==> config.mk <==
export PLATFORM = sky130hd
export DESIGN_NAME = pll_phase_stepper
export DESIGN_NICKNAME = d
export VERILOG_FILES = /design/src/rtl/pll_phase_stepper.sv
export SDC_FILE = /design/constraint.sdc
export NUM_CORES = 1
export LEC_CHECK = 0
export CAP_MARGIN = 20
export CELL_PAD_IN_SITES_DETAIL_PLACEMENT = 0
export CELL_PAD_IN_SITES_GLOBAL_PLACEMENT = 1
export CORE_ASPECT_RATIO = 0.75
export CORE_UTILIZATION = 25
export DETAILED_ROUTE_END_ITERATION = 10
export HOLD_SLACK_MARGIN = 0.05
export PLACE_DENSITY_LB_ADDON = 0.12
export REMOVE_ABC_BUFFERS = 1
export SLEW_MARGIN = 40
export SYNTH_ARGS = -nofsm -noshare
export SYNTH_HDL_FRONTEND = slang
export SYNTH_SLANG_ARGS = --single-unit
==> constraint.sdc <==
create_clock -name clk_clk -period 4.4 [get_ports clk_clk]
set_input_delay 0.88 -clock clk_clk [delete_from_list [all_inputs] [get_ports clk_clk]]
set_output_delay 0.88 -clock clk_clk [all_outputs]
set_load 0.02 [all_outputs]
==> src/rtl/pll_phase_stepper.sv <==
// Dynamic phase-shift sequencer for a PLL: takes a step command, issues
// phase_en pulses one step at a time, waits for each phase_done handshake,
// then waits for the PLL to report a settled lock before signalling done.
// A signed position accumulator tracks the net number of steps taken.
module pll_phase_stepper #(
    parameter int PHASE_EN_CYC = 2,
    parameter int DONE_TO      = 255,
    parameter int LOCK_SETTLE  = 16,
    parameter int LOCK_TO      = 4095
) (
    input  logic        clk_clk,
    input  logic        reset_reset_n,
    input  logic        cmd_valid,
    output logic        cmd_ready,
    input  logic [15:0] cmd_steps,
    input  logic        cmd_dir,
    input  logic [4:0]  cmd_cntsel,
    input  logic        pos_clear,
    input  logic        pll_locked,
    input  logic        phase_done,
    output logic        phase_en,
    output logic        updn,
    output logic [4:0]  cntsel,
    output logic        done,
    output logic [31:0] status
);

    typedef enum logic [2:0] {
        IDLE      = 3'd0,
        ASSERT_EN = 3'd1,
        WAIT_DONE = 3'd2,
        GAP       = 3'd3,
        WAIT_LOCK = 3'd4,
        FINISH    = 3'd5
    } state_t;

    localparam logic [1:0] ERR_NONE     = 2'b00;
    localparam logic [1:0] ERR_UNLOCKED = 2'b01;
    localparam logic [1:0] ERR_DONE_TO  = 2'b10;
    localparam logic [1:0] ERR_LOCK_TO  = 2'b11;

    // Counter widths sized to hold 0 .. N-1 for each timed phase.
    localparam int EN_W = (PHASE_EN_CYC > 1) ? $clog2(PHASE_EN_CYC) : 1;
    localparam int DT_W = (DONE_TO > 1)      ? $clog2(DONE_TO)      : 1;
    localparam int LS_W = (LOCK_SETTLE > 1)  ? $clog2(LOCK_SETTLE)  : 1;
    localparam int LT_W = (LOCK_TO > 1)      ? $clog2(LOCK_TO)      : 1;

    localparam logic [EN_W-1:0] EN_LAST = EN_W'(PHASE_EN_CYC - 1);
    localparam logic [DT_W-1:0] DT_LAST = DT_W'(DONE_TO - 1);
    localparam logic [LS_W-1:0] LS_LAST = LS_W'(LOCK_SETTLE - 1);
    localparam logic [LT_W-1:0] LT_LAST = LT_W'(LOCK_TO - 1);

    state_t             state;
    logic [1:0]         err;
    logic signed [15:0] position;
    logic [15:0]        remaining;
    logic [EN_W-1:0]    en_cnt;
    logic [DT_W-1:0]    wait_cnt;
    logic [LS_W-1:0]    settle_cnt;
    logic [LT_W-1:0]    lock_cnt;

    // One step up or down with natural 16-bit two's complement wrap.
    function automatic logic signed [15:0] step_position(
        input logic signed [15:0] pos,
        input logic               up
    );
        return up ? (pos + 16'sd1) : (pos - 16'sd1);
    endfunction

    // Sequencer FSM: command handshake, phase_en pulses, handshake/lock timeouts, position tracking
    always_ff @(posedge clk_clk) begin
        if (!reset_reset_n) begin
            state      <= IDLE;
            cmd_ready  <= 1'b0;
            phase_en   <= 1'b0;
            updn       <= 1'b0;
            cntsel     <= 5'd0;
            done       <= 1'b0;
            err        <= ERR_NONE;
            position   <= '0;
            remaining  <= '0;
            en_cnt     <= '0;
            wait_cnt   <= '0;
            settle_cnt <= '0;
            lock_cnt   <= '0;
        end else begin
            done <= 1'b0;
            case (state)
                IDLE: begin
                    cmd_ready <= 1'b1;
                    if (pos_clear) begin
                        position <= '0;
                    end
                    if (cmd_valid && cmd_ready) begin
                        cmd_ready <= 1'b0;
                        remaining <= cmd_steps;
                        updn      <= cmd_dir;
                        cntsel    <= cmd_cntsel;
                        err       <= ERR_NONE;
                        if (!pll_locked) begin
                            // Never shift phase on an unlocked PLL.
                            err   <= ERR_UNLOCKED;
                            state <= FINISH;
                            done  <= 1'b1;
                        end else if (cmd_steps == 16'd0) begin
                            state <= FINISH;
                            done  <= 1'b1;
                        end else begin
                            state    <= ASSERT_EN;
                            phase_en <= 1'b1;
                            en_cnt   <= '0;
                        end
                    end
                end

                ASSERT_EN: begin
                    if (en_cnt == EN_LAST) begin
                        phase_en <= 1'b0;
                        wait_cnt <= '0;
                        state    <= WAIT_DONE;
                    end else begin
                        en_cnt <= en_cnt + EN_W'(1);
                    end
                end

                WAIT_DONE: begin
                    if (phase_done) begin
                        remaining <= remaining - 16'd1;
                        position  <= step_position(position, updn);
                        if (remaining == 16'd1) begin
                            settle_cnt <= '0;
                            lock_cnt   <= '0;
                            state      <= WAIT_LOCK;
                        end else begin
                            state <= GAP;
                        end
                    end else if (wait_cnt == DT_LAST) begin
                        // Step abandoned: position is not updated for it.
                        err   <= ERR_DONE_TO;
                        state <= FINISH;
                        done  <= 1'b1;
                    end else begin
                        wait_cnt <= wait_cnt + DT_W'(1);
                    end
                end

                GAP: begin
                    // One idle cycle between consecutive phase_en pulses.
                    phase_en <= 1'b1;
                    en_cnt   <= '0;
                    state    <= ASSERT_EN;
                end

                WAIT_LOCK: begin
                    if (pll_locked && (settle_cnt == LS_LAST)) begin
                        state <= FINISH;
                        done  <= 1'b1;
                    end else if (lock_cnt == LT_LAST) begin
                        err   <= ERR_LOCK_TO;
                        state <= FINISH;
                        done  <= 1'b1;
                    end else begin
                        lock_cnt   <= lock_cnt + LT_W'(1);
                        // Settling requires an unbroken run of lock cycles.
                        settle_cnt <= pll_locked ? (settle_cnt + LS_W'(1)) : '0;
                    end
                end

                FINISH: begin
                    cmd_ready <= 1'b1;
                    state     <= IDLE;
                end

                default: begin
                    phase_en <= 1'b0;
                    state    <= IDLE;
                end
            endcase
        end
    end

    // Status word: registered snapshot of err, state, lock input and position
    always_ff @(posedge clk_clk) begin
        if (!reset_reset_n) begin
            status <= '0;
        end else begin
            status <= {err, state, pll_locked, 10'd0, position};
        end
    end

endmodule

==> results of run 1 <==
power breakdown:
group / internal, mW / switching (mW) / leakage [nW]
registers: 0.928 / 0.0928 / 0.753
logic: 0.355 / 0.570 / 1.28
clock network: 0.382 / 0.345 / 0.132
total: 1.67 / 1.01 / 2.17
flip-flops by register name, summed over array words and instances (netlist names):
signal      count
status         22
position       16
remaining      16
lock_cnt       12
wait_cnt        8
cntsel          5
settle_cnt      4
state           3
err             2
cmd_ready       1
done            1
en_cnt          1
phase_en        1
updn            1
path summary, 6_finish.rpt:
path | from | endpoint | slack (ps)
setup reg to reg | updn | position[15] | 1640
hold / removal | cntsel[2] | cntsel[2] | 460
setup / recovery | cmd_steps[0] | done | 1620
hold reg to reg | cntsel[2] | cntsel[2] | 460
layer usage:
metal,track usage [%],wire length (um),vias up
met4,5.07,182,0
met1,19.7,6900,1980
met5,0,0,-
li1,-,-,2153
met3,3.13,601,13
met2,20.3,5490,91
layout make-up:
class,instances,area [sq um],area share (%)
inverters,18,67.6,1.15
clock inverters,6,40.0,0.684
flip-flops and latches,93,1860,31.8
clock buffers,10,229,3.91
repair buffers,64,626,10.7
well taps,247,309,5.28
multi-input cells,434,2720,46.5
worst reg2reg max path: stages, from the launching register on:
cell and delay [ps]:
dfxtp_1 350, inv_1 470, ha_1 400, a21oi_1 230, nand2_1 130, o211ai_1 310, o21ai_0 240, or4_1 450
nand4b_1 120
cell usage in the layout, fill, tap and decap left out, types with 5 or more instances in the layout:
cell type,synthesis,layout
o21ai_0,39,39
or3_1,11,11
nor4_1,5,5
xor2_1,19,19
inv_1,16,16
a31oi_1,5,5
a21oi_1,39,39
a211oi_1,9,9
xnor2_1,6,6
o22ai_1,6,6
and2_1,22,22
nor2_1,54,54
nand4_1,16,16
conb_1,1,10
and3_1,5,5
clkbuf_16,0,9
ha_1,21,21
nand2_1,55,55
clkdlybuf4s50_1,0,58
nand3_1,20,20
a22o_1,9,9
buf_4,10,6
dfxtp_1,93,93
cell families (layout without fill, tap and decap cells):
group,Yosys count,after routing,share of synthesized area [%]
simple gates,219,219,23.7
compound gates,155,155,21.0
flops,93,93,38.7
buf+inv,56,98,5.49
xor+xnor,25,25,4.55
fa+ha+maj,22,22,5.88
mux,3,3,0.650
other cells,1,10,0.0779
metrics by stage:
step | setup WS, ps | hold slack, ps | cell area, sq um
after global routing | 1380 | 492 | 5850
final | 1620 | 459 | 5850
after CTS | 1580 | 462 | 5850
after global placement | 1260 | 446 | 5580
after floorplan | 1930 | 416 | 4650
after detailed placement | 1280 | 451 | 5580
==> summary.txt, run 1 <==
Status
  • Status: complete, no violations

Synthesis
  • Synth unique cells: 71
  • Sequential fraction of the synthesis area: 38.7%
  • Most numerous cell in the Yosys netlist: dfxtp_1
  • Top post-synthesis cells by count: dfxtp_1 (93), nand2_1 (55), nor2_1 (54)
  • Mean post-synth cell area: 8.38 sq um
  • Ys flop type: dfxtp_1
  • Largest cells by area after synthesis: dfxtp_1 (39%), ha_1 (5.5%), nand2_1 (4.3%), nor2_1 (4.2%), a21oi_1 (4.1%)
  • Syn. warnings: 0
  • Register bit total from synthesis: 93
  • Synth top area share: 38.7%
  • Post-synthesis cell area: 4810 sq um
  • Yosys top cell by area: dfxtp_1
  • Post-Synthesis Cells: 574
  • Async S/R FF share, synth: 0%
  • Post-synth EDFFs: 0

Die
  • Die height: 122 um
  • Row cnt: 43
  • Die ar.: 19800 sq um
  • Ports: 69
  • Chip width: 162 um
  • Starting Density: 25.8%
  • Core area: 18700 sq um

Detailed routing
  • Antenna Nets Post-Route: 0
  • DRC violations left: 0
  • Final WL: 13200 um
  • Avg WL per Cell: 15.1 um
  • Iter 0 DRT Violations: 197
  • Via/cell ratio: 4.86
  • First-pass DRT Iterations: 4
  • Vias: 4237

Power and ir drop
  • VDD IR max: 0.148 mV
  • Total chip power: 2.67 mW
  • Power Dens Cells: 457 nW/um^2
  • Leakage: 2.17 nW

Clocking
  • Total CTS buffers: 9
  • Reg clk slew, reported paths: 60 ps
  • H-tree lvl count: 3
  • Root buf cell: clkbuf_16
  • Worst skew pair latency: 350 ps
  • CTS tree: yes
  • CTS max path bufs: 2
  • Post-CTS setup buffer count: 0
  • CTS resizes: 0
  • Clock Sinks: 93
  • Hold Buf Count CTS: 0

Timing
  • Slew Limit Fails: 0
  • Minimum clock period: 2780 ps
  • Worst Tran Pin Value: 749 ps
  • RSZ-0062 raised after global routing: no
  • Setup violations, final: 0
  • Slew margin rel.: 50.0%
  • Worst Clk Skew: 9.24 ps
  • Fin crit share: 63.1%
  • TNS Setup: 0 ps
  • Fin. Hold Viols: 0
  • Fmax: 360 MHz

Setup path
  • Critical Path RT: 4610 ps
  • Max incr delay on CP: 460 ps
  • Slowest CP cell: clkdlybuf4s50_1
  • Family with the most delay on the worst path: compound AO/OA/AOI/OAI gates
  • Crit path buffers/inverters: 1
  • Crit-path max FO: 3
  • Critical Path AT: 2990 ps
  • Crit. End Element: register
  • Critical path cell sequence: clkdlybuf4s50_1 > nor4_1 > nand4_1 > a211o_1 > o32ai_1 > nor2_1 > a2111oi_0
  • Worst reg2reg path depth: 8
  • WS Path Type: in2reg
  • Worst path depth: 7
  • Critical path launch point type: primary input

GRT
  • Largest net degree at the start of global routing: 32
  • Initial antenna violation count: 0
  • First-pass GRT wire length: 21200 um
  • GRT Overall Usage: 13.9%
  • Vias in the first global route: 4009
  • Final global-route overflow total: 0

Placed design
  • Final Wtd Congestion: 0.808
  • Number of port buffers: 58
  • Dpl cells: 856
  • Final HPWL DP: 9230 um

Finish
  • NumNets Final: 670
  • Final cell count without fillers: 872
  • Area delta synth->final: 21.6%
  • Fillers: 1967
  • Layout cells sized above 1: 6.24%
  • Util after Layout: 31.4%
  • Diode count: 0

Hold path
  • Hold depth: 2
  • Worst min path class: reg2reg

Job
  • Max cap viols: 0
No activity file was read; power rests on OpenSTA's default activity.
==> run 2, diff against run 1 <==
==> constraint.sdc (replaced) <==
create_clock -name clk_clk -period 2.5 [get_ports clk_clk]
set_input_delay 0.5 -clock clk_clk [delete_from_list [all_inputs] [get_ports clk_clk]]
set_output_delay 0.5 -clock clk_clk [all_outputs]
set_load 0.02 [all_outputs]
==> summary.txt, run 2 (synthesis gave the netlist of run 1 again) <==
Status
  • Status: complete, no violations

Die
  • Die height: 122 um
  • Die ar.: 19800 sq um
  • Row cnt: 43
  • Ports: 69
  • Chip width: 162 um
  • Core area: 18700 sq um
  • Starting Density: 25.8%

Hold path
  • Worst min path class: reg2reg
  • Hold Path End: err[1]
  • Hold depth: 2
  • Start point of the worst min-delay path: err[1]

GRT
  • Vias in the first global route: 4234
  • Initial antenna violation count: 0
  • GRT Overall Usage: 14.4%
  • Final global-route overflow total: 0
  • Largest net degree at the start of global routing: 27
  • First-pass GRT wire length: 22100 um

Timing
  • Fmax: 417 MHz
  • Fin. Hold Viols: 0
  • Fin crit share: 96.0%
  • Slew Limit Fails: 0
  • Worst Clk Skew: 3.98 ps
  • Slew margin rel.: 61.7%
  • Setup violations, final: 0
  • Minimum clock period: 2400 ps
  • Final hold slack: 454 ps
  • Worst Tran Pin Value: 570 ps
  • TNS Setup: 0 ps

Finish
  • Largest Register: status
  • Util after Layout: 33.9%
  • Diode count: 0
  • Leading cell type in the layout, fill and taps excluded: dfxtp_1
  • NumNets Final: 714
  • Area delta synth->final: 31.7%
  • Register Area: 1860 sq um
  • Max FFs per register: 22
  • Layout cells sized above 1: 14.1%
  • Leading cell types in the layout, fill and taps excluded: dfxtp_1 (92), clkdlybuf4s50_1 (58), nand2_1 (55)
  • Multi-input gate area: 2790 sq um
  • Fillers: 1975
  • Top Registers: status (22), position (16), remaining (16)

Setup path
  • RR Endpoint: position[13]
  • Worst reg2reg path depth: 12
  • WS Path Type: reg2reg
  • Reg2reg setup slack: 100 ps
  • Launch point of the worst reg-to-reg path: updn
  • Critical Path RT: 2740 ps
  • Critical Path AT: 2640 ps
  • Critical path launch point type: register
  • Crit. End Element: register
  • Crit-path max FO: 8

Detailed routing
  • Vias: 4390
  • Avg WL per Cell: 14.8 um
  • DRC violations left: 0
  • Antenna Nets Post-Route: 0
  • Via/cell ratio: 4.79
  • Iter 0 DRT Violations: 241
  • First-pass DRT Iterations: 4
  • Final WL: 13500 um

Power and ir drop
  • Total chip power: 5.09 mW
  • Proportion of power drawn by the clock network: 28.0%
  • Reg power frac: 35.1%
  • Leakage: 2.41 nW
  • Int Pwr: 3.27 mW
  • Sw frac: 35.8%
  • Combinational power share: 36.8%
  • NetSw: 1.82 mW
  • Power Dens Cells: 803 nW/um^2
  • VDD IR max: 0.265 mV

Clocking
  • Total CTS buffers: 9
  • Hold Buf Count CTS: 0
  • CTS tree: yes
  • Clock Sinks: 93
  • Worst skew pair latency: 350 ps
  • Root buf cell: clkbuf_16
  • H-tree lvl count: 3
  • CTS max path bufs: 2
  • Reg clk slew, reported paths: 70 ps

Placed design
  • Number of port buffers: 58
  • Final Wtd Congestion: 0.830
  • Final HPWL DP: 9990 um

Job
  • Max cap viols: 0
run 2: repair_timing:
action	in CTS	in global routing
pin swaps	0	2
gates resized for setup	1	11
endpoints found under the setup margin	1	5
setup buffers	0	4
run 2: metrics by stage:
step,instance area [sq um],std cells,setup WS [ps]
2_1_floorplan,4650,545,33.2
3_5_place_dp,5910,896,-226
6_report,6340,916,101
4_1_cts,6220,912,6.80
5_1_grt,6340,916,-5.50
3_3_place_gp,5910,896,-120
run 2: area by class of cell:
| cell class | count | area share (%) |
|---|---|---|
| clock buffers | 11 | 3.99 |
| clock inverters | 5 | 0.928 |
| inverters | 18 | 1.13 |
| multi-input cells | 434 | 44.0 |
| flip-flops and latches | 93 | 29.4 |
| well taps | 247 | 4.88 |
| repair buffers | 108 | 15.7 |
run 2: worst max-delay path by stage:
stage                  from           end  slack, ps
2_1_floorplan          updn   position[9]         30
3_3_place_gp   cmd_steps[3]          done       -120
3_5_place_dp   cmd_steps[3]          done       -230
4_1_cts                updn  position[14]          7
5_1_grt                updn  position[14]         -6
6_report               updn  position[13]        100
run 2: layer usage:
layer / global-route usage, % / vias to the layer above / share of wire, %
li1: - / 2237 / -
met1: 20.3 / 2067 / 54
met2: 21.1 / 75 / 41
met3: 3.95 / 11 / 3.6
met4: 4.13 / 0 / 1.0
met5: 0 / - / 0
run 2: critical path, stage by stage (launching register included):
cell and delay (ps):
dfxtp_2 350, clkinvlp_4 90, buf_12 150, buf_12 130, buf_4 150, ha_2 320
nand4_1 130, o21ai_0 90, a31oi_1 240, buf_4 160, o2111ai_1 130, xor2_1 170
a22o_1 180
run 2: power by group through the flow:
stage	registers, mW	clock network [mW]	logic (mW)
after floorplan	1.84	0	1.07
after global placement	1.82	0	1.81
after detailed placement	1.82	0	1.81
after CTS	1.78	1.49	1.82
after global routing	1.81	1.55	2.07
final	1.79	1.43	1.87
==> run 3, diff against run 2 <==
--- a/config.mk
+++ b/config.mk
@@ -9,9 +9,8 @@
 export CELL_PAD_IN_SITES_DETAIL_PLACEMENT = 0
 export CELL_PAD_IN_SITES_GLOBAL_PLACEMENT = 1
 export CORE_ASPECT_RATIO = 0.75
-export CORE_UTILIZATION = 25
+export CORE_UTILIZATION = 37
 export DETAILED_ROUTE_END_ITERATION = 10
-export HOLD_SLACK_MARGIN = 0.05
 export PLACE_DENSITY_LB_ADDON = 0.12
 export REMOVE_ABC_BUFFERS = 1
 export SLEW_MARGIN = 40
==> summary.txt, run 3 (synthesis gave the netlist of run 1 again) <==
Power and ir drop
  • Power Dens Cells: 803 nW/um^2
  • Total chip power: 4.82 mW
  • VDD IR max: 0.348 mV
  • Leakage: 2.31 nW

Detailed routing
  • First-pass DRT Iterations: 5
  • DRC violations left: 0
  • Avg WL per Cell: 15.1 um
  • Vias: 4332
  • Final WL: 12300 um
  • Via/cell ratio: 5.28
  • Antenna Nets Post-Route: 0
  • Iter 0 DRT Violations: 183

Die
  • Core area: 12500 sq um
  • Ports: 69
  • Die ar.: 13500 sq um
  • Chip width: 134 um
  • Die height: 101 um
  • Starting Density: 38.6%
  • Row cnt: 35

Clocking
  • Total CTS buffers: 9
  • CTS tree: yes
  • CTS resizes: 0
  • Post-CTS setup buffer count: 0
  • Reg clk slew, reported paths: 70 ps
  • Worst skew pair latency: 340 ps
  • CTS max path bufs: 2
  • Clock Sinks: 93
  • Hold Buf Count CTS: 0
  • H-tree lvl count: 3
  • Root buf cell: clkbuf_16

Timing
  • Fin crit share: 93.6%
  • Setup violations, final: 0
  • Slew margin rel.: 59.0%
  • Minimum clock period: 2340 ps
  • Slew Limit Fails: 0
  • TNS Setup: 0 ps
  • Worst Tran Pin Value: 611 ps
  • Worst Slack Setup Final: 159 ps
  • Fmax: 427 MHz
  • Final hold slack: 456 ps
  • Fin. Hold Viols: 0
  • RSZ-0062 raised after global routing: no
  • Worst Clk Skew: 8.17 ps

Finish
  • Max FFs per register: 22
  • Area delta synth->final: 24.7%
  • Util after Layout: 48.1%
  • Leading cell type in the layout, fill and taps excluded: dfxtp_1
  • Multi-input gate area: 2730 sq um
  • NumNets Final: 699
  • Fillers: 1247
  • Diode count: 0
  • Top Registers: status (22), position (16), remaining (16)
  • Register Area: 1860 sq um
  • Leading cell types in the layout, fill and taps excluded: dfxtp_1 (93), clkdlybuf4s50_1 (58), nand2_1 (55)
  • Layout cells sized above 1: 10.4%
  • Largest Register: status

GRT
  • GRT Overall Usage: 19.0%
  • Initial antenna violation count: 0
  • Final global-route overflow total: 0
  • Vias in the first global route: 4101
  • First-pass GRT wire length: 20500 um
  • Largest net degree at the start of global routing: 30

Setup path
  • Reg2reg setup slack: 160 ps
  • Launch point of the worst reg-to-reg path: updn
  • RR Endpoint: position[9]
  • Crit-path max FO: 5
  • Critical path launch point type: register
  • WS Path Type: reg2reg
  • Critical Path RT: 2730 ps
  • Critical Path AT: 2570 ps
  • Crit. End Element: register
  • Worst reg2reg path depth: 8

Placed design
  • Final HPWL DP: 9000 um
  • Number of port buffers: 58
  • Setup WS pre-CTS: -103 ps
  • Final Wtd Congestion: 0.820

Status
  • Status: complete, no violations

Job
  • Max cap viols: 0

Hold path
  • Hold Path End: status[31]
  • Hold depth: 2
  • Worst min path class: reg2reg
  • Start point of the worst min-delay path: err[1]
==> run 3: worst max-delay path by stage <==
stage	start	end
after floorplan	updn	position[9]
after global placement	cmd_steps[3]	done
after detailed placement	cmd_steps[3]	done
after CTS	updn	position[14]
after global routing	updn	position[9]
final	updn	position[9]
==> run 3: metal layers <==
metal,GRT usage (%),share of wire (%)
met5,0,0
met4,4.63,0.88
met3,3.82,4.7
met2,28.3,41
met1,27.7,53
==> run 3: power by group <==
part           switching (mW)  internal [mW]
Sequential              0.141           1.63
Clock                   0.587          0.702
Combinational            1.04          0.718
==> run 3: metrics by stage <==
| stage | area, sq um | std cells |
|---|---|---|
| floorplan | 4650 | 545 |
| global placement | 5710 | 804 |
| detailed placement | 5710 | 804 |
| CTS | 5990 | 820 |
| global route | 6000 | 820 |
| finish | 6000 | 820 |
==> run 3: area by class of cell <==
class | instances | area share (%)
clock inverter | 5 | 0.605
tap | 166 | 3.46
clock buffer | 11 | 4.05
timing repair buffer | 93 | 14.3
inverter | 18 | 1.13
multi-input combinational | 434 | 45.5
sequential | 93 | 31.0
==> run 3: worst max-delay path, cell delays in order (launching register included) <==
cell      delay, ps
dfxtp_1         330
inv_1           120
ha_1            380
a21oi_1         260
nand2_1         110
o211ai_1        310
a31oi_1         160
or3_1           320
a32o_1          240
